### config.mk
export PLATFORM = sky130hd
export DESIGN_NAME = param_register_file_flat
export DESIGN_NICKNAME = d
export VERILOG_FILES = /design/src/rtl/param_register_file_pkg.sv /design/src/rtl/param_register_file_if.sv /design/src/rtl/param_register_file_scoreboard.sv /design/src/rtl/param_register_file.sv /design/src/flat_wrapper.sv
export SDC_FILE = /design/constraint.sdc
export NUM_CORES = 1
export LEC_CHECK = 0
export CAP_MARGIN = 5
export CELL_PAD_IN_SITES_DETAIL_PLACEMENT = 0
export CELL_PAD_IN_SITES_GLOBAL_PLACEMENT = 1
export CORE_MARGIN = 8
export CORE_UTILIZATION = 42
export CTS_BUF_LIST = sky130_fd_sc_hd__clkbuf_4
export DETAILED_ROUTE_END_ITERATION = 6
export PLACE_DENSITY_LB_ADDON = 0.1
export SETUP_SLACK_MARGIN = 0.05
export SLEW_MARGIN = 10
export SYNTH_ARGS = -nofsm -noshare
export SYNTH_HDL_FRONTEND = slang
export SYNTH_SLANG_ARGS = --single-unit
### constraint.sdc
create_clock -name Clk -period 2.1 [get_ports Clk]
set_clock_uncertainty 0.2 [all_clocks]
set_input_delay 0.42 -clock Clk [delete_from_list [all_inputs] [get_ports Clk]]
set_output_delay 0.42 -clock Clk [all_outputs]
set_load 0.005 [all_outputs]
### src/rtl/param_register_file_pkg.sv
// Shared definitions for the parametrised register file.
// Contents:
//   DefaultDataWidth / DefaultAddrWidth - default geometry (8-bit x 8 registers)
//   reset_value()                       - power-on value of register idx: idx truncated to width
package param_register_file_pkg;

   localparam int unsigned DefaultDataWidth = 8;
   localparam int unsigned DefaultAddrWidth = 3;

   // Register i resets to i, truncated to the register width. The result is 32 bits wide and
   // callers cast it down to their own data width.
   function automatic logic [31:0] reset_value(input int unsigned idx, input int unsigned width);
      logic [31:0] mask;
      if (width >= 32) begin
         mask = '1;
      end else begin
         mask = (32'd1 << width) - 32'd1;
      end
      return idx & mask;
   endfunction

endpackage

### src/rtl/param_register_file_if.sv
// Decode/writeback bus of the register file.
// Signals:
//   Read_reg_num_1/2 - read port indices (from decode)
//   Read_data_1/2    - read port data (combinational, to decode)
//   Read_busy_1/2    - addressed register has a pending write (to decode)
//   Write_reg_num, Write_data, RegWrite - writeback port
//   Issue_valid, Issue_reg_num          - mark a destination register busy at issue
// Modports: master = pipeline side, slave = register file.
interface param_register_file_if #(
   parameter int unsigned DATA_WIDTH = 8,
   parameter int unsigned ADDR_WIDTH = 3
);

   logic [ADDR_WIDTH-1:0] Read_reg_num_1;
   logic [ADDR_WIDTH-1:0] Read_reg_num_2;
   logic [DATA_WIDTH-1:0] Read_data_1;
   logic [DATA_WIDTH-1:0] Read_data_2;
   logic                  Read_busy_1;
   logic                  Read_busy_2;
   logic [ADDR_WIDTH-1:0] Write_reg_num;
   logic [DATA_WIDTH-1:0] Write_data;
   logic                  RegWrite;
   logic                  Issue_valid;
   logic [ADDR_WIDTH-1:0] Issue_reg_num;

   modport master (
      output Read_reg_num_1, Read_reg_num_2, Write_reg_num, Write_data, RegWrite,
             Issue_valid, Issue_reg_num,
      input  Read_data_1, Read_data_2, Read_busy_1, Read_busy_2
   );

   modport slave (
      input  Read_reg_num_1, Read_reg_num_2, Write_reg_num, Write_data, RegWrite,
             Issue_valid, Issue_reg_num,
      output Read_data_1, Read_data_2, Read_busy_1, Read_busy_2
   );

endinterface

### src/rtl/param_register_file_scoreboard.sv
// Per-register busy scoreboard used for RAW hazard detection.
// Ports:
//   clk_i                 - clock, state updates on rising edge
//   rst_i                 - synchronous active-high reset, clears all busy bits
//   set_i, set_idx_i      - mark a register busy (new producer issued)
//   clr_i, clr_idx_i      - clear a register's busy bit (writeback)
//   rd_idx_1_i/rd_idx_2_i - read port indices
//   busy_1_o/busy_2_o     - registered busy bits of the addressed registers
module param_register_file_scoreboard #(
   parameter int unsigned AddrWidth = 3
) (
   input  logic                 clk_i,
   input  logic                 rst_i,
   input  logic                 set_i,
   input  logic [AddrWidth-1:0] set_idx_i,
   input  logic                 clr_i,
   input  logic [AddrWidth-1:0] clr_idx_i,
   input  logic [AddrWidth-1:0] rd_idx_1_i,
   input  logic [AddrWidth-1:0] rd_idx_2_i,
   output logic                 busy_1_o,
   output logic                 busy_2_o
);

   localparam int unsigned NumRegs = 2 ** AddrWidth;

   logic [NumRegs-1:0] busy_q;
   logic [NumRegs-1:0] busy_d;

   // Set is applied after clear so a new producer issued in the same cycle as the old
   // producer's writeback keeps the register busy.
   always_comb begin
      busy_d = busy_q;
      if (clr_i) begin
         busy_d[clr_idx_i] = 1'b0;
      end
      if (set_i) begin
         busy_d[set_idx_i] = 1'b1;
      end
   end

   always_ff @(posedge clk_i) begin
      if (rst_i) begin
         busy_q <= '0;
      end else begin
         busy_q <= busy_d;
      end
   end

   assign busy_1_o = busy_q[rd_idx_1_i];
   assign busy_2_o = busy_q[rd_idx_2_i];

endmodule

### src/rtl/param_register_file.sv
// Parametrised register file: DATA_WIDTH x 2**ADDR_WIDTH registers, two combinational read
// ports, one synchronous write port, optional write-to-read bypass, optional hardwired zero
// register, and a busy scoreboard for in-flight writebacks.
// Ports:
//   Clk   - clock, all state updates on rising edge
//   Reset - synchronous active-high reset; registers load their index, busy bits clear
//   rf_io - decode/writeback bus (slave side), see param_register_file_if
module param_register_file
   import param_register_file_pkg::*;
#(
   parameter int unsigned DATA_WIDTH = DefaultDataWidth,
   parameter int unsigned ADDR_WIDTH = DefaultAddrWidth,
   parameter bit          ZERO_REG   = 1'b0,
   parameter bit          BYPASS     = 1'b1
) (
   input logic                  Clk,
   input logic                  Reset,
   param_register_file_if.slave rf_io
);

   localparam int unsigned NUM_REGS = 2 ** ADDR_WIDTH;

   logic [DATA_WIDTH-1:0] regs_q [NUM_REGS];
   logic [DATA_WIDTH-1:0] regs_d [NUM_REGS];

   logic write_en;
   logic issue_en;
   logic hit_1, hit_2;
   logic claim_1, claim_2;
   logic busy_raw_1, busy_raw_2;

   // With a zero register, index 0 takes neither writes nor issues; masking the enables here
   // also keeps index 0 out of bypass matching and the scoreboard.
   assign write_en = rf_io.RegWrite &&
                     !(ZERO_REG && (rf_io.Write_reg_num == '0));
   assign issue_en = rf_io.Issue_valid &&
                     !(ZERO_REG && (rf_io.Issue_reg_num == '0));

   always_comb begin
      regs_d = regs_q;
      if (write_en) begin
         regs_d[rf_io.Write_reg_num] = rf_io.Write_data;
      end
   end

   always_ff @(posedge Clk) begin
      if (Reset) begin
         for (int unsigned i = 0; i < NUM_REGS; i++) begin
            regs_q[i] <= DATA_WIDTH'(reset_value(i, DATA_WIDTH));
         end
      end else begin
         regs_q <= regs_d;
      end
   end

   param_register_file_scoreboard #(
      .AddrWidth (ADDR_WIDTH)
   ) u_scoreboard (
      .clk_i      (Clk),
      .rst_i      (Reset),
      .set_i      (issue_en),
      .set_idx_i  (rf_io.Issue_reg_num),
      .clr_i      (write_en),
      .clr_idx_i  (rf_io.Write_reg_num),
      .rd_idx_1_i (rf_io.Read_reg_num_1),
      .rd_idx_2_i (rf_io.Read_reg_num_2),
      .busy_1_o   (busy_raw_1),
      .busy_2_o   (busy_raw_2)
   );

   // A bypass hit means this cycle's writeback lands on the port's register.
   assign hit_1 = BYPASS && !Reset && write_en &&
                  (rf_io.Write_reg_num == rf_io.Read_reg_num_1);
   assign hit_2 = BYPASS && !Reset && write_en &&
                  (rf_io.Write_reg_num == rf_io.Read_reg_num_2);
   assign claim_1 = issue_en && (rf_io.Issue_reg_num == rf_io.Read_reg_num_1);
   assign claim_2 = issue_en && (rf_io.Issue_reg_num == rf_io.Read_reg_num_2);

   function automatic logic [DATA_WIDTH-1:0] pick_data(
      input logic                  rst,
      input logic [ADDR_WIDTH-1:0] idx,
      input logic                  hit,
      input logic [DATA_WIDTH-1:0] wdata,
      input logic [DATA_WIDTH-1:0] stored
   );
      logic [DATA_WIDTH-1:0] result;
      if (rst) begin
         // Registers are being reset this edge; show the value they are about to take.
         result = DATA_WIDTH'(reset_value(32'(idx), DATA_WIDTH));
      end else if (ZERO_REG && (idx == '0)) begin
         result = '0;
      end else if (hit) begin
         result = wdata;
      end else begin
         result = stored;
      end
      return result;
   endfunction

   // A bypassed writeback satisfies the hazard in the same cycle, unless a new producer for
   // the same register is issued alongside it.
   function automatic logic pick_busy(
      input logic rst,
      input logic hit,
      input logic claim,
      input logic raw
   );
      logic result;
      if (rst) begin
         result = 1'b0;
      end else if (hit && !claim) begin
         result = 1'b0;
      end else begin
         result = raw;
      end
      return result;
   endfunction

   always_comb begin
      rf_io.Read_data_1 = pick_data(Reset, rf_io.Read_reg_num_1, hit_1, rf_io.Write_data,
                                    regs_q[rf_io.Read_reg_num_1]);
      rf_io.Read_data_2 = pick_data(Reset, rf_io.Read_reg_num_2, hit_2, rf_io.Write_data,
                                    regs_q[rf_io.Read_reg_num_2]);
      rf_io.Read_busy_1 = pick_busy(Reset, hit_1, claim_1, busy_raw_1);
      rf_io.Read_busy_2 = pick_busy(Reset, hit_2, claim_2, busy_raw_2);
   end

endmodule

### src/flat_wrapper.sv
// flat-port wrapper written by rule: the top's interface ports become plain ports
module param_register_file_flat import param_register_file_pkg::*;
#(
   parameter int unsigned DATA_WIDTH = DefaultDataWidth,
   parameter int unsigned ADDR_WIDTH = DefaultAddrWidth,
   parameter bit          ZERO_REG   = 1'b0,
   parameter bit          BYPASS     = 1'b1
)
  (Clk, Reset, rf_io_Read_reg_num_1, rf_io_Read_reg_num_2, rf_io_Write_reg_num, rf_io_Write_data, rf_io_RegWrite, rf_io_Issue_valid, rf_io_Issue_reg_num, rf_io_Read_data_1, rf_io_Read_data_2, rf_io_Read_busy_1, rf_io_Read_busy_2);
  param_register_file_if #(.DATA_WIDTH(DATA_WIDTH), .ADDR_WIDTH(ADDR_WIDTH)) rf_io_i ();
  input logic Clk;
  input logic Reset;
  input wire logic [$bits(rf_io_i.Read_reg_num_1)-1:0] rf_io_Read_reg_num_1;
  input wire logic [$bits(rf_io_i.Read_reg_num_2)-1:0] rf_io_Read_reg_num_2;
  input wire logic [$bits(rf_io_i.Write_reg_num)-1:0] rf_io_Write_reg_num;
  input wire logic [$bits(rf_io_i.Write_data)-1:0] rf_io_Write_data;
  input wire logic [$bits(rf_io_i.RegWrite)-1:0] rf_io_RegWrite;
  input wire logic [$bits(rf_io_i.Issue_valid)-1:0] rf_io_Issue_valid;
  input wire logic [$bits(rf_io_i.Issue_reg_num)-1:0] rf_io_Issue_reg_num;
  output wire logic [$bits(rf_io_i.Read_data_1)-1:0] rf_io_Read_data_1;
  output wire logic [$bits(rf_io_i.Read_data_2)-1:0] rf_io_Read_data_2;
  output wire logic [$bits(rf_io_i.Read_busy_1)-1:0] rf_io_Read_busy_1;
  output wire logic [$bits(rf_io_i.Read_busy_2)-1:0] rf_io_Read_busy_2;
  assign rf_io_i.Read_reg_num_1 = rf_io_Read_reg_num_1;
  assign rf_io_i.Read_reg_num_2 = rf_io_Read_reg_num_2;
  assign rf_io_i.Write_reg_num = rf_io_Write_reg_num;
  assign rf_io_i.Write_data = rf_io_Write_data;
  assign rf_io_i.RegWrite = rf_io_RegWrite;
  assign rf_io_i.Issue_valid = rf_io_Issue_valid;
  assign rf_io_i.Issue_reg_num = rf_io_Issue_reg_num;
  assign rf_io_Read_data_1 = rf_io_i.Read_data_1;
  assign rf_io_Read_data_2 = rf_io_i.Read_data_2;
  assign rf_io_Read_busy_1 = rf_io_i.Read_busy_1;
  assign rf_io_Read_busy_2 = rf_io_i.Read_busy_2;
  param_register_file #(.DATA_WIDTH(DATA_WIDTH), .ADDR_WIDTH(ADDR_WIDTH), .ZERO_REG(ZERO_REG), .BYPASS(BYPASS)) u_core (.Clk(Clk), .Reset(Reset), .rf_io(rf_io_i));
endmodule
# ---- Word-level counts from Yosys, hierarchy flattened
# Cells that the tools add are included.
dict set report totals {
  reg_bits 72
  in_bits 24
  word_cells 72
}
dict set report op_classes {
  magnitude_cmp 10
  n_eq_ne 4
  mux 28
  bitwise_logic 8
  n_reduce_logical 13
}
# cell count
set op_table {}
lappend op_table {{two-way mux 8 bit} 12}
lappend op_table {{bitwise mux 64 bit} 1}
lappend op_table {{binary-select mux 8 bit (select 3 bit)} 2}
lappend op_table {{demux 8 bit (select 3 bit)} 1}
lappend op_table {{bitwise AND 3 x 8 -> 8 bit} 2}
lappend op_table {{less-than comparator 3 x 4 -> 1 bit (second input constant)} 4}
lappend op_table {{== test 3 bit} 4}
lappend op_table {{greater-or-equal comparator 4 bit (second input constant)} 3}
lappend op_table {{inverter 3 -> 4 bit} 3}
lappend op_table {{logical AND 1 bit} 10}
lappend op_table {{bitwise AND 8 bit} 1}
lappend op_table {{two-way mux 1 bit} 8}
lappend op_table {{inverter 8 bit} 1}
lappend op_table {{OR 8 bit} 1}
lappend op_table {{binary-select mux 1 bit (select 3 bit)} 2}
lappend op_table {{demux 1 bit (select 3 bit)} 2}
lappend op_table {{greater-or-equal comparator 3 x 1 -> 1 bit (second input constant)} 2}
lappend op_table {{less-than comparator 4 x 1 -> 1 bit (second input constant)} 1}
lappend op_table {{zero test 1 bit} 3}

# ---- Longest topological paths before layout
# Gate-level depths: netlist (run 1).
dict set report depth {
  depth_word 9
  mapped_depth 7
  ltp_nobuf 4
}

# ---- Hierarchy
# From an unflattened synthesis (run 1), not the netlist that was laid out.
dict set report hier_totals {
  hier_cells 451
  area_unflattened_um2 4249.1
}
# mod instances cells_per_inst area_each_um2
set by_module_without_submodules {}
lappend by_module_without_submodules {param_register_file 1 403 3786.1}
lappend by_module_without_submodules {param_register_file_scoreboard 1 48 462.9}

# ---- Worst setup path after synthesis (run 1)
# Ideal clock, no wire load.
dict set report synth_timing {
  path_kind {input to output}
  from {in rf_io_Read_reg_num_2[0]}
  to {out rf_io_Read_data_2[0]}
  arrival_time_ns 1.540
  required_ns 1.480
  setup_slack_ns -0.060
  stages 5
  n_path_buf 1
  path_cell_list {buf_6 > mux4_1 > mux2_2 > mux2i_1 > o21ai_1}
}
dict set report synth_between {
  elab_chain_cells 6
}
# item line_no
set synth_rtl {}
lappend synth_rtl {{start, declared} flat_wrapper.sv:14} ;# input wire logic [$bits(rf_io_i.Read_reg_num_2)-1:0] rf_io_Read_reg_num_2;
lappend synth_rtl {{inverter 3 -> 4 bit (not written as such)} param_register_file.sv:123} ;# regs_q[rf_io.Read_reg_num_2]);
lappend synth_rtl {{binary-select mux 8 bit (select 3 bit)} param_register_file.sv:123}
lappend synth_rtl {{two-way mux 8 bit (not written as such) (2 in series)} param_register_file.sv:123}
lappend synth_rtl {{two-way mux 8 bit} param_register_file.sv:92} ;# end else if (hit) begin
lappend synth_rtl {{two-way mux 8 bit *} param_register_file.sv:87} ;# if (rst) begin
lappend synth_rtl {{end, declared} flat_wrapper.sv:21} ;# output wire logic [$bits(rf_io_i.Read_data_2)-1:0] rf_io_Read_data_2;
# Every way passes the cells marked *; elsewhere a longest branch is shown, timed or not. The select of a mux whose other input is x is not followed.

# ---- Final worst setup path (run 1)
dict set report layout_timing {
  from {reg u_core.regs_q[2] (netlist bit)}
  to {out rf_io_Read_data_2[2]}
}
dict set report layout_between {
  elab_chain_cells 5
}
# item line_no
set layout_rtl {}
lappend layout_rtl {{start, declared} param_register_file.sv:23} ;# logic [DATA_WIDTH-1:0] regs_q [NUM_REGS];
lappend layout_rtl {{start signal, assigned by index} param_register_file.sv:49} ;# regs_q[i] <= DATA_WIDTH'(reset_value(i, DATA_WIDTH));
lappend layout_rtl {{start signal, assigned} param_register_file.sv:52} ;# regs_q <= regs_d;
lappend layout_rtl {{binary-select mux 8 bit (select 3 bit)} param_register_file.sv:123}
lappend layout_rtl {{two-way mux 8 bit (not written as such) (2 in series)} param_register_file.sv:123}
lappend layout_rtl {{two-way mux 8 bit} param_register_file.sv:92}
lappend layout_rtl {{two-way mux 8 bit} param_register_file.sv:87}
# Every way passes these cells. The select of a mux whose other input is x is not followed.

==> out/results.tsv, run 1 <==
stage	metric	value	unit
run_status	outcome	finished, violations left	
run_status	failed_checks	setup timing	
yosys	async_flop_share	0	%
cts	cts-root-buf	clkbuf_4	
yosys	ys_types	28	
drt	routedWlPerCell	19.7	um
grt	grt_max_degree	54	
floorplanning	coreArea	10100	sq um
worst_setup_path	cp-start-kind	register	
grt	grt_pass1_vias	4075	
yosys	ys_ff_latch	72	
pwr	leakage	2.34	nW
cts	cts_tree	yes	
pwr	ir_worst_vdd	0.343	mV
cts	path_clk_slew	0.13	ns
sta	hold_viol	0	
sta	tightestPinTransition	0.439	ns
floorplanning	pin_count	42	
layout	area_growth	37.7	%
worst_setup_path	crit_fanout	3	
floorplanning	core.rowCount	37	
yosys	seq_area_frac_synth	33.4	%
floorplanning	die_w	117	um
yosys	syn-num-nets	486	
sta	grt_setup_unrepaired	true	
min_path	min_to	u_core.regs_q[37]$_SDFFE_PP0P_	
worst_setup_path	rr_worst_depth	3	
cts	htreeDepth	3	
worst_setup_path	crit_arrival	1.90	ns
job	cap_violations	0	
layout	drive_above_1_share	43.2	%
layout	diodes	0	
worst_setup_path	timing.rr.start	u_core.regs_q[28]$_SDFFE_PP0P_	
yosys	ys_warn_count	0	
drt	drc	0	
drt	dr.pass1.iters	5	
sta	slew_violations	0	
min_path	min_path_cells	2	
layout	fin_nets	607	
floorplanning	initial_core_util	42.6	%
pwr	p_per_area	513	nW/um^2
drt	num_vias	3911	
layout	fin_area	5950	sq um
sta	setup_viol	18	
cts	clock_latency	0.42	ns
floorplanning	dieHeight	117	um
worst_setup_path	worstSetupEndpointType	output pin	
placement	dp_hpwl	10.0	mm
sta	fmax	397	MHz
yosys	synth_cells	462	
placement	placed_cell_area	5360	sq um
drt	vias_per_cell	5.40	
yosys	syn_area	4320	sq um
cts	clk_path_buf_depth	2	
sta	setup_ws	-0.420	ns
placement	routabilityCongestion	0.842	
layout	utilization	58.7	%
grt	globalRouteTotalUtil	20.8	%
grt	grt_first_pass_wirelength	22.5	mm
drt	drt-initial-drc-count	317	
worst_setup_path	r2r_end	u_core.regs_q[28]$_SDFFE_PP0P_	
grt	antenna_found_initial	0	
layout	fillCellCount	873	
worst_setup_path	required	1.48	ns
worst_setup_path	worstSetupPathType	register to output pin	
sta	fin_crit_sh	120	%
yosys	synth_most_common_cell	nand2_1	
min_path	hold_class	register to register	
drt	finalWirelength	14.3	mm
yosys	synth_commonest_cells	nand2_1 (140), dfxtp_1 (72), a21oi_1 (53)	
yosys	synth_top_cell_area_share	33.4	%
floorplanning	dieArea	13800	sq um
sta	finalSetupTns	-4.69	ns
sta	slew-limit-headroom	70.7	%
cts	cts_buffers	9	
yosys	synth-edff-count	0	
yosys	syn_avg_cell_area	9.35	sq um
placement	place_ws	-1.14	ns
drt	ant_nets	0	
worst_setup_path	r2r_slack	1.20	ns
placement	io_buffers	41	
worst_setup_path	crit_start	u_core.regs_q[2]$_SDFFE_PP1P_	
grt	grt_overflow	0	
sta	period_minus_slack	2.52	ns
min_path	min_from	u_core.regs_q[37]$_SDFFE_PP0P_	
yosys	yosysTopAreaCell	dfxtp_1	
yosys	synthTopCellsByArea	dfxtp_1 (33%), mux4_1 (12%), nand2_1 (12%)	
yosys	synth_top_flop_cell	dfxtp_1	
cts	cts_sinks	72	
==> flip-flops by register name, indices dropped and copies added (netlist names) <==
name and count:
u_core.regs_q 64, u_core.u_scoreboard.busy_q 8
==> final cells by class <==
type	instances	area (sq um)	share of cell area, %
clock buffer	10	75.1	1.26
tap	136	170	2.86
sequential	72	1480	24.9
timing repair buffer	151	1460	24.5
clock inverter	6	68.8	1.16
multi-input combinational	349	2700	45.4
==> critical path, stage by stage, from the launching register on <==
cell	delay [ns]
dfxtp_2	0.36
mux4_2	0.47
mux2_4	0.27
mux2i_1	0.16
o21ai_1	0.07
buf_2	0.14
==> cell usage in the layout, fill, tap and decap left out, types with 2 or more instances in the layout <==
cell type,netlist,final
clkbuf_4,0,10
a22oi_1,3,3
a211oi_2,0,10
xnor2_1,12,6
nand3b_1,12,12
dfxtp_2,0,30
clkinvlp_4,0,4
nand4_1,2,2
buf_12,0,15
buf_16,0,5
nand2b_1,3,3
buf_6,8,13
nor2b_1,6,6
a21oi_1,53,53
nor2_1,25,21
mux4_2,16,36
mux2i_2,0,4
nand3_1,4,4
buf_2,4,24
nand4_4,0,2
mux2i_1,18,14
buf_8,0,2
buf_4,0,79
a32oi_1,4,4
xnor2_4,0,6
nor2_2,0,3
clkdlybuf4s50_1,0,12
a41oi_1,2,2
dfxtp_1,72,42
mux2_4,0,6
nand2_1,140,140
nor3_1,3,3
o21ai_1,6,6
==> report_power, final <==
group	switching (mW)	internal, mW	leakage (nW)
clock network	0.550	0.379	0.0653
registers	0.0281	1.40	0.593
logic	0.313	0.376	1.68
total	0.892	2.16	2.34
==> layer usage <==
| metal | up-vias | wire, um | GRT usage [%] |
|---|---|---|---|
| li1 | 1880 | - | - |
| met1 | 1895 | 5970 | 25.6 |
| met2 | 118 | 7320 | 36.4 |
| met3 | 18 | 826 | 3.88 |
| met4 | 0 | 174 | 5.27 |
| met5 | - | 0 | 0 |
==> stage by stage <==
stage	std cells	hold WS, ns	power (mW)
floorplan	462	0.240	1.79
global placement	684	0.247	2.03
detailed placement	684	0.258	2.04
CTS	725	0.271	3.06
global route	724	0.298	3.17
finish	724	0.272	3.05
==> kinds of logic (layout without fill, tap and decap cells) <==
family	Yosys count	after routing	share of synthesized area [%]
DFF	72	72	33.4
xor gates and xnor gates	12	12	2.43
muxes	60	60	26.2
buffers and inverters	41	167	7.85
AOI/OAI and AO/OA	78	78	10.3
and+or+nand+nor	199	199	19.8
==> timing repair <==
| action | 4_1_cts | 5_1_grt |
|---|---|---|
| endpoints found under the setup margin | 18 | 18 |
| hold buffers | 0 | 0 |
| pin swaps | 25 | 9 |
| setup buffers | 20 | 0 |
| gates cloned | 5 | 0 |
| resized for setup | 192 | 20 |
==> how the worst max path moves through the flow <==
stage	cells after the start	to	slack, ns
6_report	5	rf_io_Read_data_2[2]	-0.42
5_1_grt	5	rf_io_Read_data_1[2]	-0.50
3_5_place_dp	7	rf_io_Read_data_1[0]	-1.14
2_1_floorplan	5	rf_io_Read_data_2[0]	-0.0009
4_1_cts	5	rf_io_Read_data_1[2]	-0.46
3_3_place_gp	7	rf_io_Read_data_2[0]	-1.10
Power figures use the tool's default switching activity.
==> run 2, diff against run 1 <==
- CORE_UTILIZATION: 42 -> 41
- SYNTH_HIERARCHICAL: unset -> 1
==> run 2 against run 1 <==
The flow still finishes with violations (setup timing). Flip-flop and latch count unchanged. Final cell count fell by 0.41%. Maximum frequency up 0.14%. Die area increased by 0.62%. Final area grew 1.5%. Register-to-register slack lost 0.14 ns. Wire length increased by 1.2%. Sequential power about the same. Worst setup slack improved by 0.0034 ns. Synthesized cell count is 2.4% lower. First-iteration DRC count is 7.9% higher. Hold slack gained 0.0012 ns.
==> out/results.tsv, run 2 <==
stage	metric	value	unit	change
run_status	outcome	finished, violations left		
run_status	failed_checks	setup timing		
floorplanning	die_w	118	um	+0.31%
drt	drt-initial-drc-count	342		+7.9%
grt	grt_first_pass_wirelength	23.0	mm	+2.0%
yosys	synthXorXnorAreaFrac	2.65	%	+0.22 points
yosys	syn_avg_cell_area	9.42	sq um	+0.72%
sta	grt_setup_unrepaired	true		
layout	fillCellCount	895		+2.5%
grt	antenna_found_initial	0		unchanged
sta	hold_viol	0		unchanged
grt	grt_max_degree	42		-22%
floorplanning	dieArea	13900	sq um	+0.62%
worst_setup_path	worstSetupEndpointType	output pin		
yosys	synth_cells	451		-2.4%
yosys	synth_top_flop_cell	dfxtp_1		
yosys	ys_types	32		+14%
sta	period_minus_slack	2.52	ns	-0.00342 ns
worst_setup_path	cp-start-kind	register		
layout	finalNonFillerCells	721		-0.41%
floorplanning	pin_count	42		unchanged
drt	ant_nets	0		unchanged
pwr	p_per_area	483	nW/um^2	-5.7%
layout	layout_common_cells	nand2_1 (110), buf_4 (88), a21oi_1 (48)		
cts	htreeDepth	3		unchanged
layout	multiInputGateArea	2770	sq um	+2.5%
drt	dr.pass1.iters	5		unchanged
pwr	leakage	2.34	nW	+0.14%
yosys	synthAdderAreaFrac	0	%	unchanged
layout	diodes	0		unchanged
yosys	ys_warn_count	6		+6
cts	clock_latency	0.42	ns	about the same
grt	grt_pass1_vias	4040		-0.86%
layout	seq_area	1480	sq um	-0.25%
sta	slew-limit-headroom	70.0	%	-0.64 points
floorplanning	dieHeight	118	um	+0.31%
cts	cts_buffers	9		unchanged
yosys	synth_most_common_cell	nand2_1		
yosys	post_synth_and_or_nand_nor_area_fraction	19.3	%	-0.57 points
grt	grt_overflow	0		unchanged
cts	clk_path_buf_depth	2		unchanged
sta	holdWs	0.273	ns	+0.00118 ns
sta	fmax	397	MHz	+0.14%
min_path	hold_class	register to register		
worst_setup_path	r2r_slack	1.06	ns	-0.14 ns
yosys	synth_top_cell_area_share	33.9	%	+0.57 points
layout	area_growth	42.1	%	
yosys	synth_mux_area_share	29.2	%	+3.0 points
cts	cts-root-buf	clkbuf_4		
pwr	ir_worst_vdd	0.264	mV	-23%
placement	dpl.cell_count	683		-0.15%
floorplanning	coreArea	10200	sq um	+0.46%
sta	tightestPinTransition	0.450	ns	+0.0106 ns
yosys	synth_commonest_cells	nand2_1 (110), dfxtp_1 (72), a21oi_1 (48)		
job	cap_violations	0		unchanged
placement	routabilityCongestion	0.815		-3.1%
layout	drive_above_1_share	43.8	%	+0.56 points
min_path	min_path_cells	2		unchanged
floorplanning	core.rowCount	37		unchanged
drt	vias_per_cell	5.45		+0.96%
yosys	synth_compound_area_share	10.4	%	+0.12 points
worst_setup_path	rr_worst_depth	2		-1
yosys	yosysTopAreaCell	dfxtp_1		
yosys	syn-num-nets	475		-2.3%
layout	largest_reg_flops	64		unchanged
pwr	finalPower	2.92	mW	-4.3%
min_path	min_to	u_core/regs_q[24]$_SDFFE_PP0P_		
drt	routedWlPerCell	20.1	um	+1.7%
worst_setup_path	timing.rr.start	u_core/regs_q[32]$_SDFFE_PP1P_		
yosys	async_flop_share	0	%	unchanged
worst_setup_path	crit_arrival	1.90	ns	about the same
yosys	synth_top_family_by_area	multiplexers		
worst_setup_path	required	1.48	ns	about the same
placement	io_buffers	41		unchanged
cts	path_clk_slew	0.13	ns	about the same
yosys	synth-edff-count	0		unchanged
floorplanning	initial_core_util	41.7	%	-0.91 points
yosys	seq_area_frac_synth	33.9	%	+0.57 points
drt	drc	0		unchanged
sta	fin_crit_sh	120	%	-0.16 points
cts	cts_sinks	72		unchanged
min_path	min_from	u_core/regs_q[24]$_SDFFE_PP0P_		
yosys	ys_ff_latch	72		unchanged
drt	finalWirelength	14.5	mm	+1.2%
grt	globalRouteTotalUtil	21.3	%	+0.48 points
sta	setup_ws	-0.416	ns	+0.00342 ns
worst_setup_path	r2r_end	u_core/regs_q[32]$_SDFFE_PP1P_		
drt	num_vias	3932		+0.54%
layout	fin_nets	604		-0.49%
layout	largestRegisters	u_core/regs_q (64), u_core/u_scoreboard/busy_q (8)		
cts	cts_tree	yes		
layout	regMostFlops	u_core/regs_q		
yosys	synthTopCellsByArea	dfxtp_1 (34%), mux4_2 (11%), mux4_1 (9.9%)		
sta	setup_viol	18		unchanged
yosys	syn_area	4250	sq um	-1.7%
worst_setup_path	worstSetupPathType	register to output pin		
placement	dp_hpwl	9.68	mm	-3.2%
layout	final_common_cell	nand2_1		
worst_setup_path	crit_fanout	3		unchanged
sta	slew_violations	0		unchanged
-- run 2: cells by family (layout without fill, tap and decap cells) --
group / Yosys count / in the layout
and+or+nand+nor: 179 / 179
muxes: 72 / 72
xor gates and xnor gates: 12 / 12
buffers and inverters: 38 / 172
DFF: 72 / 72
AOI/OAI and AO/OA: 78 / 78
-- run 2: worst max-delay path by stage --
stage / endpoint / cells after the start / slack, ns / start
final: rf_io_Read_data_2[2] / 5 / -0.42 / u_core/regs_q[18]$_SDFFE_PP1P_
after global routing: rf_io_Read_data_2[2] / 5 / -0.55 / u_core/regs_q[18]$_SDFFE_PP1P_
after CTS: rf_io_Read_data_2[1] / 5 / -0.44 / u_core/regs_q[1]$_SDFFE_PP1P_
after detailed placement: rf_io_Read_data_2[1] / 7 / -1.10 / rf_io_Read_reg_num_2[2]
after global placement: rf_io_Read_data_1[4] / 7 / -1.08 / rf_io_Read_reg_num_1[0]
after floorplan: rf_io_Read_data_1[1] / 5 / 0.006 / rf_io_Read_reg_num_1[0]
-- run 2: critical path, cell delays in order, from the launching register on --
cell and delay (ns):
dfxtp_2 0.36, mux4_2 0.46, mux2_4 0.28, mux2i_1 0.14, o21ai_1 0.07, buf_2 0.14
-- run 2: routing by layer --
layer	global-route usage (%)	part of all wire [%]	vias to the layer above
met4	8.25	2.5	0
met5	0	0	-
met2	34.8	48	134
li1	-	-	1869
met1	27.0	44	1902
met3	4.41	5.7	27
-- run 2: cell type report --
type	instances	share of cell area, %
Timing Repair Buffer	156	25.1
Sequential cell	72	24.4
Multi-Input combinational cell	341	45.8
Tap cell	136	2.82
Clock buffer	9	1.12
Clock inverter	7	0.787
-- run 2: through the flow --
step                utilization, %  worst slack, ns  area, sq um  TNS, ns
floorplan                        -          0.00550         4290        0
global placement              53.4            -1.08         5440   -29.92
detailed placement            53.4            -1.10         5440   -30.64
CTS                           59.0           -0.435         6010    -5.60
global route                  59.3           -0.548         6040    -6.78
finish                        59.3           -0.416         6040    -5.35
-- run 2: power by group --
part           switching, mW  internal, mW  leakage [nW]
logic                  0.324         0.394          1.70
registers             0.0271          1.40         0.592
clock network          0.533         0.240        0.0520
-- run 2: timing repair --
action                                  4_1_cts  5_1_grt
pin swaps                                    15        5
gates resized for setup                     195       15
endpoints found under the setup margin       18       18
setup buffers                                15        1
hold buffers                                  0        0
cloned                                        7        0
==> run 3, diff against run 2 <==
- CORE_UTILIZATION: 41 -> 38
==> run 3 against run 2 <==
The run still ends with setup timing left. Clock power up 35%. Non-clock buffer count decreased by 5. Sequential share of layout area increased by 0.068 points. Total power up 8.9%. Global-route usage down 0.49 points. Combinational power shrank 1%. Final cell count down 0.14%. Critical path depth is the same. Die area up 6.8%. Critical path type unchanged. Critical endpoint unchanged.
==> out/results.tsv, run 3 (same netlist as run 2, synthesis figures left out) <==
stage	metric	value	unit	change
run_status	outcome	finished, violations left		
run_status	failed_checks	setup timing		
layout	fin_area	6050	sq um	+0.15%
layout	final_common_cell	nand2_1		
floorplanning	initial_core_util	39.0	%	-2.7 points
placement	routabilityCongestion	0.847		+3.9%
pwr	leakage	2.34	nW	-0.31%
worst_setup_path	worstSetupPathType	register to output pin		
cts	htreeDepth	3		unchanged
layout	area_growth	42.3	%	
pwr	p_int	2.26	mW	+11%
floorplanning	dieArea	14800	sq um	+6.8%
drt	drc	0		unchanged
worst_setup_path	endpoint	rf_io_Read_data_2[2]		
floorplanning	pin_count	42		unchanged
cts	clk_path_buf_depth	2		unchanged
worst_setup_path	r2r_slack	1.05	ns	about the same
grt	globalRouteTotalUtil	20.8	%	-0.49 points
drt	vias_per_cell	5.50		+0.78%
worst_setup_path	crit_fanout	3		unchanged
floorplanning	core.rowCount	38		+2.7%
floorplanning	coreArea	10900	sq um	+6.9%
placement	dp_hpwl	10.2	mm	+5.4%
cts	cts_sinks	72		unchanged
worst_setup_path	crit_start	u_core/regs_q[18]$_SDFFE_PP1P_		
worst_setup_path	rr_worst_depth	2		unchanged
placement	io_buffers	41		unchanged
sta	fmax	391	MHz	-1.5%
cts	path_clk_slew	0.13	ns	about the same
min_path	min_path_cells	2		unchanged
pwr	ir_worst_vdd	0.290	mV	+9.9%
grt	grt_pass1_vias	3884		-3.9%
sta	holdWs	0.273	ns	-0.0000170 ns
cts	clock_latency	0.44	ns	+0.02 ns
min_path	hold_class	register to register		
sta	setup_ws	-0.455	ns	-0.0388 ns
grt	antenna_found_initial	0		unchanged
layout	drive_above_1_share	45.3	%	+1.6 points
worst_setup_path	required	1.48	ns	about the same
cts	cts_tree	yes		
grt	grt_first_pass_wirelength	23.0	mm	about the same
sta	grt_setup_unrepaired	true		
layout	layout_common_cells	nand2_1 (110), buf_4 (85), a21oi_1 (48)		
drt	drt-initial-drc-count	325		-5.0%
grt	grt_max_degree	45		+7.1%
sta	fin_crit_sh	122	%	+1.8 points
placement	dpl.cell_count	677		-0.88%
cts	cts_buffers	9		unchanged
cts	cts-root-buf	clkbuf_4		
floorplanning	die_w	122	um	+3.3%
worst_setup_path	crit_arrival	1.94	ns	+0.04 ns
layout	utilization	55.6	%	-3.7 points
placement	place_ws	-1.18	ns	-0.0820 ns
sta	slew_violations	0		unchanged
drt	ant_nets	0		unchanged
layout	largest_reg_flops	64		unchanged
layout	fin_nets	599		-0.83%
grt	grt_overflow	0		unchanged
worst_setup_path	cp-start-kind	register		
drt	dr.pass1.iters	5		unchanged
sta	hold_viol	0		unchanged
worst_setup_path	worstSetupEndpointType	output pin		
floorplanning	dieHeight	122	um	+3.3%
pwr	pwr-share-seq	45.0	%	-4.0 points
drt	routedWlPerCell	20.9	um	+4.1%
drt	finalWirelength	15.0	mm	+4.0%
pwr	net-switching-power	0.915	mW	+3.6%
sta	setup_viol	18		unchanged
sta	period_minus_slack	2.56	ns	+0.0388 ns
job	cap_violations	0		unchanged
pwr	p_per_area	526	nW/um^2	+8.8%
worst_setup_path	timing.rr.start	u_core/regs_q[16]$_SDFFE_PP1P_		
sta	slew-limit-headroom	67.6	%	-2.4 points
worst_setup_path	r2r_end	u_core/regs_q[16]$_SDFFE_PP1P_		
pwr	pwr-share-clk	32.7	%	+6.2 points
placement	placed_cell_area	5370	sq um	-1.3%
layout	finalNonFillerCells	720		-0.14%
drt	num_vias	3957		+0.64%
sta	tightestPinTransition	0.486	ns	+0.0359 ns
pwr	pwr-share-comb	22.3	%	-2.3 points
pwr	switching_share	28.8	%	-1.5 points
layout	diodes	0		unchanged
layout	regMostFlops	u_core/regs_q		
layout	largestRegisters	u_core/regs_q (64), u_core/u_scoreboard/busy_q (8)		
layout	fillCellCount	984		+9.9%
-- run 3: cell types whose count changed in the layout (fill, tap and decap cells not counted), moves of 3 or more --
cell / previous run / this run
buf_4: 88 / 85
dfxtp_1: 45 / 40
a211oi_2: 6 / 10
mux2_2: 0 / 3
dfxtp_2: 27 / 32
a211oi_1: 4 / 0
mux2_4: 8 / 5
-- run 3: power groups by stage --
stage | Clock [mW] | Sequential [mW] | Combinational (mW)
floorplan | 0 | 1.45 | 0.326
global placement | 0 | 1.46 | 0.584
detailed placement | 0 | 1.46 | 0.587
CTS | 1.06 | 1.43 | 0.686
global route | 1.11 | 1.44 | 0.751
finish | 1.04 | 1.43 | 0.707
-- run 3: worst min-delay path by stage --
| stage | startpoint | endpoint | slack, ns |
|---|---|---|---|
| 2_1_floorplan | u_core/regs_q[55]$_SDFFE_PP0P_ | u_core/regs_q[55]$_SDFFE_PP0P_ | 0.24 |
| 3_3_place_gp | u_core/regs_q[28]$_SDFFE_PP0P_ | u_core/regs_q[28]$_SDFFE_PP0P_ | 0.25 |
| 3_5_place_dp | u_core/regs_q[11]$_SDFFE_PP0P_ | u_core/regs_q[11]$_SDFFE_PP0P_ | 0.26 |
| 4_1_cts | u_core/regs_q[61]$_SDFFE_PP0P_ | u_core/regs_q[61]$_SDFFE_PP0P_ | 0.28 |
| 5_1_grt | u_core/regs_q[24]$_SDFFE_PP0P_ | u_core/regs_q[24]$_SDFFE_PP0P_ | 0.29 |
| 6_report | u_core/regs_q[3]$_SDFFE_PP0P_ | u_core/regs_q[3]$_SDFFE_PP0P_ | 0.27 |
-- run 3: through the flow --
step / setup TNS [ns] / total power, mW
floorplan: 0 / 1.77
global placement: -29.63 / 2.04
detailed placement: -31.06 / 2.04
CTS: -5.80 / 3.18
global route: -6.67 / 3.29
finish: -5.47 / 3.18
-- run 3: routing by layer --
layer / routed length [um] / GRT usage [%] / vias to the layer above
li1: - / - / 1854
met1: 6360 / 26.0 / 1917
met2: 7140 / 33.5 / 159
met3: 1100 / 4.95 / 27
met4: 444 / 9.10 / 0
met5: 0 / 0 / -
-- run 3: what timing repair did --
item                                   in CTS  in global routing
pin swaps                                  17                 12
hold buffers                                0                  0
setup endpoints to repair                  18                 18
cloned                                      5                  0
endpoints found under the hold margin       0                  0
setup buffers                              20                  3
resized for setup                         190                 28
-- run 3: layout make-up --
class	instances	area, sq um	area share, %
multi-input combinational	341	2790	46.2
sequential	72	1480	24.5
tap	140	175	2.90
clock inverter	7	93.8	1.55
clock buffer	9	67.6	1.12
timing repair buffer	151	1440	23.8
-- run 3: worst max-delay path, stage by stage (launching register included) --
cell	delay [ns]
dfxtp_2	0.35
mux4_2	0.47
mux2_4	0.29
mux2i_1	0.15
o21ai_1	0.09
buf_2	0.13
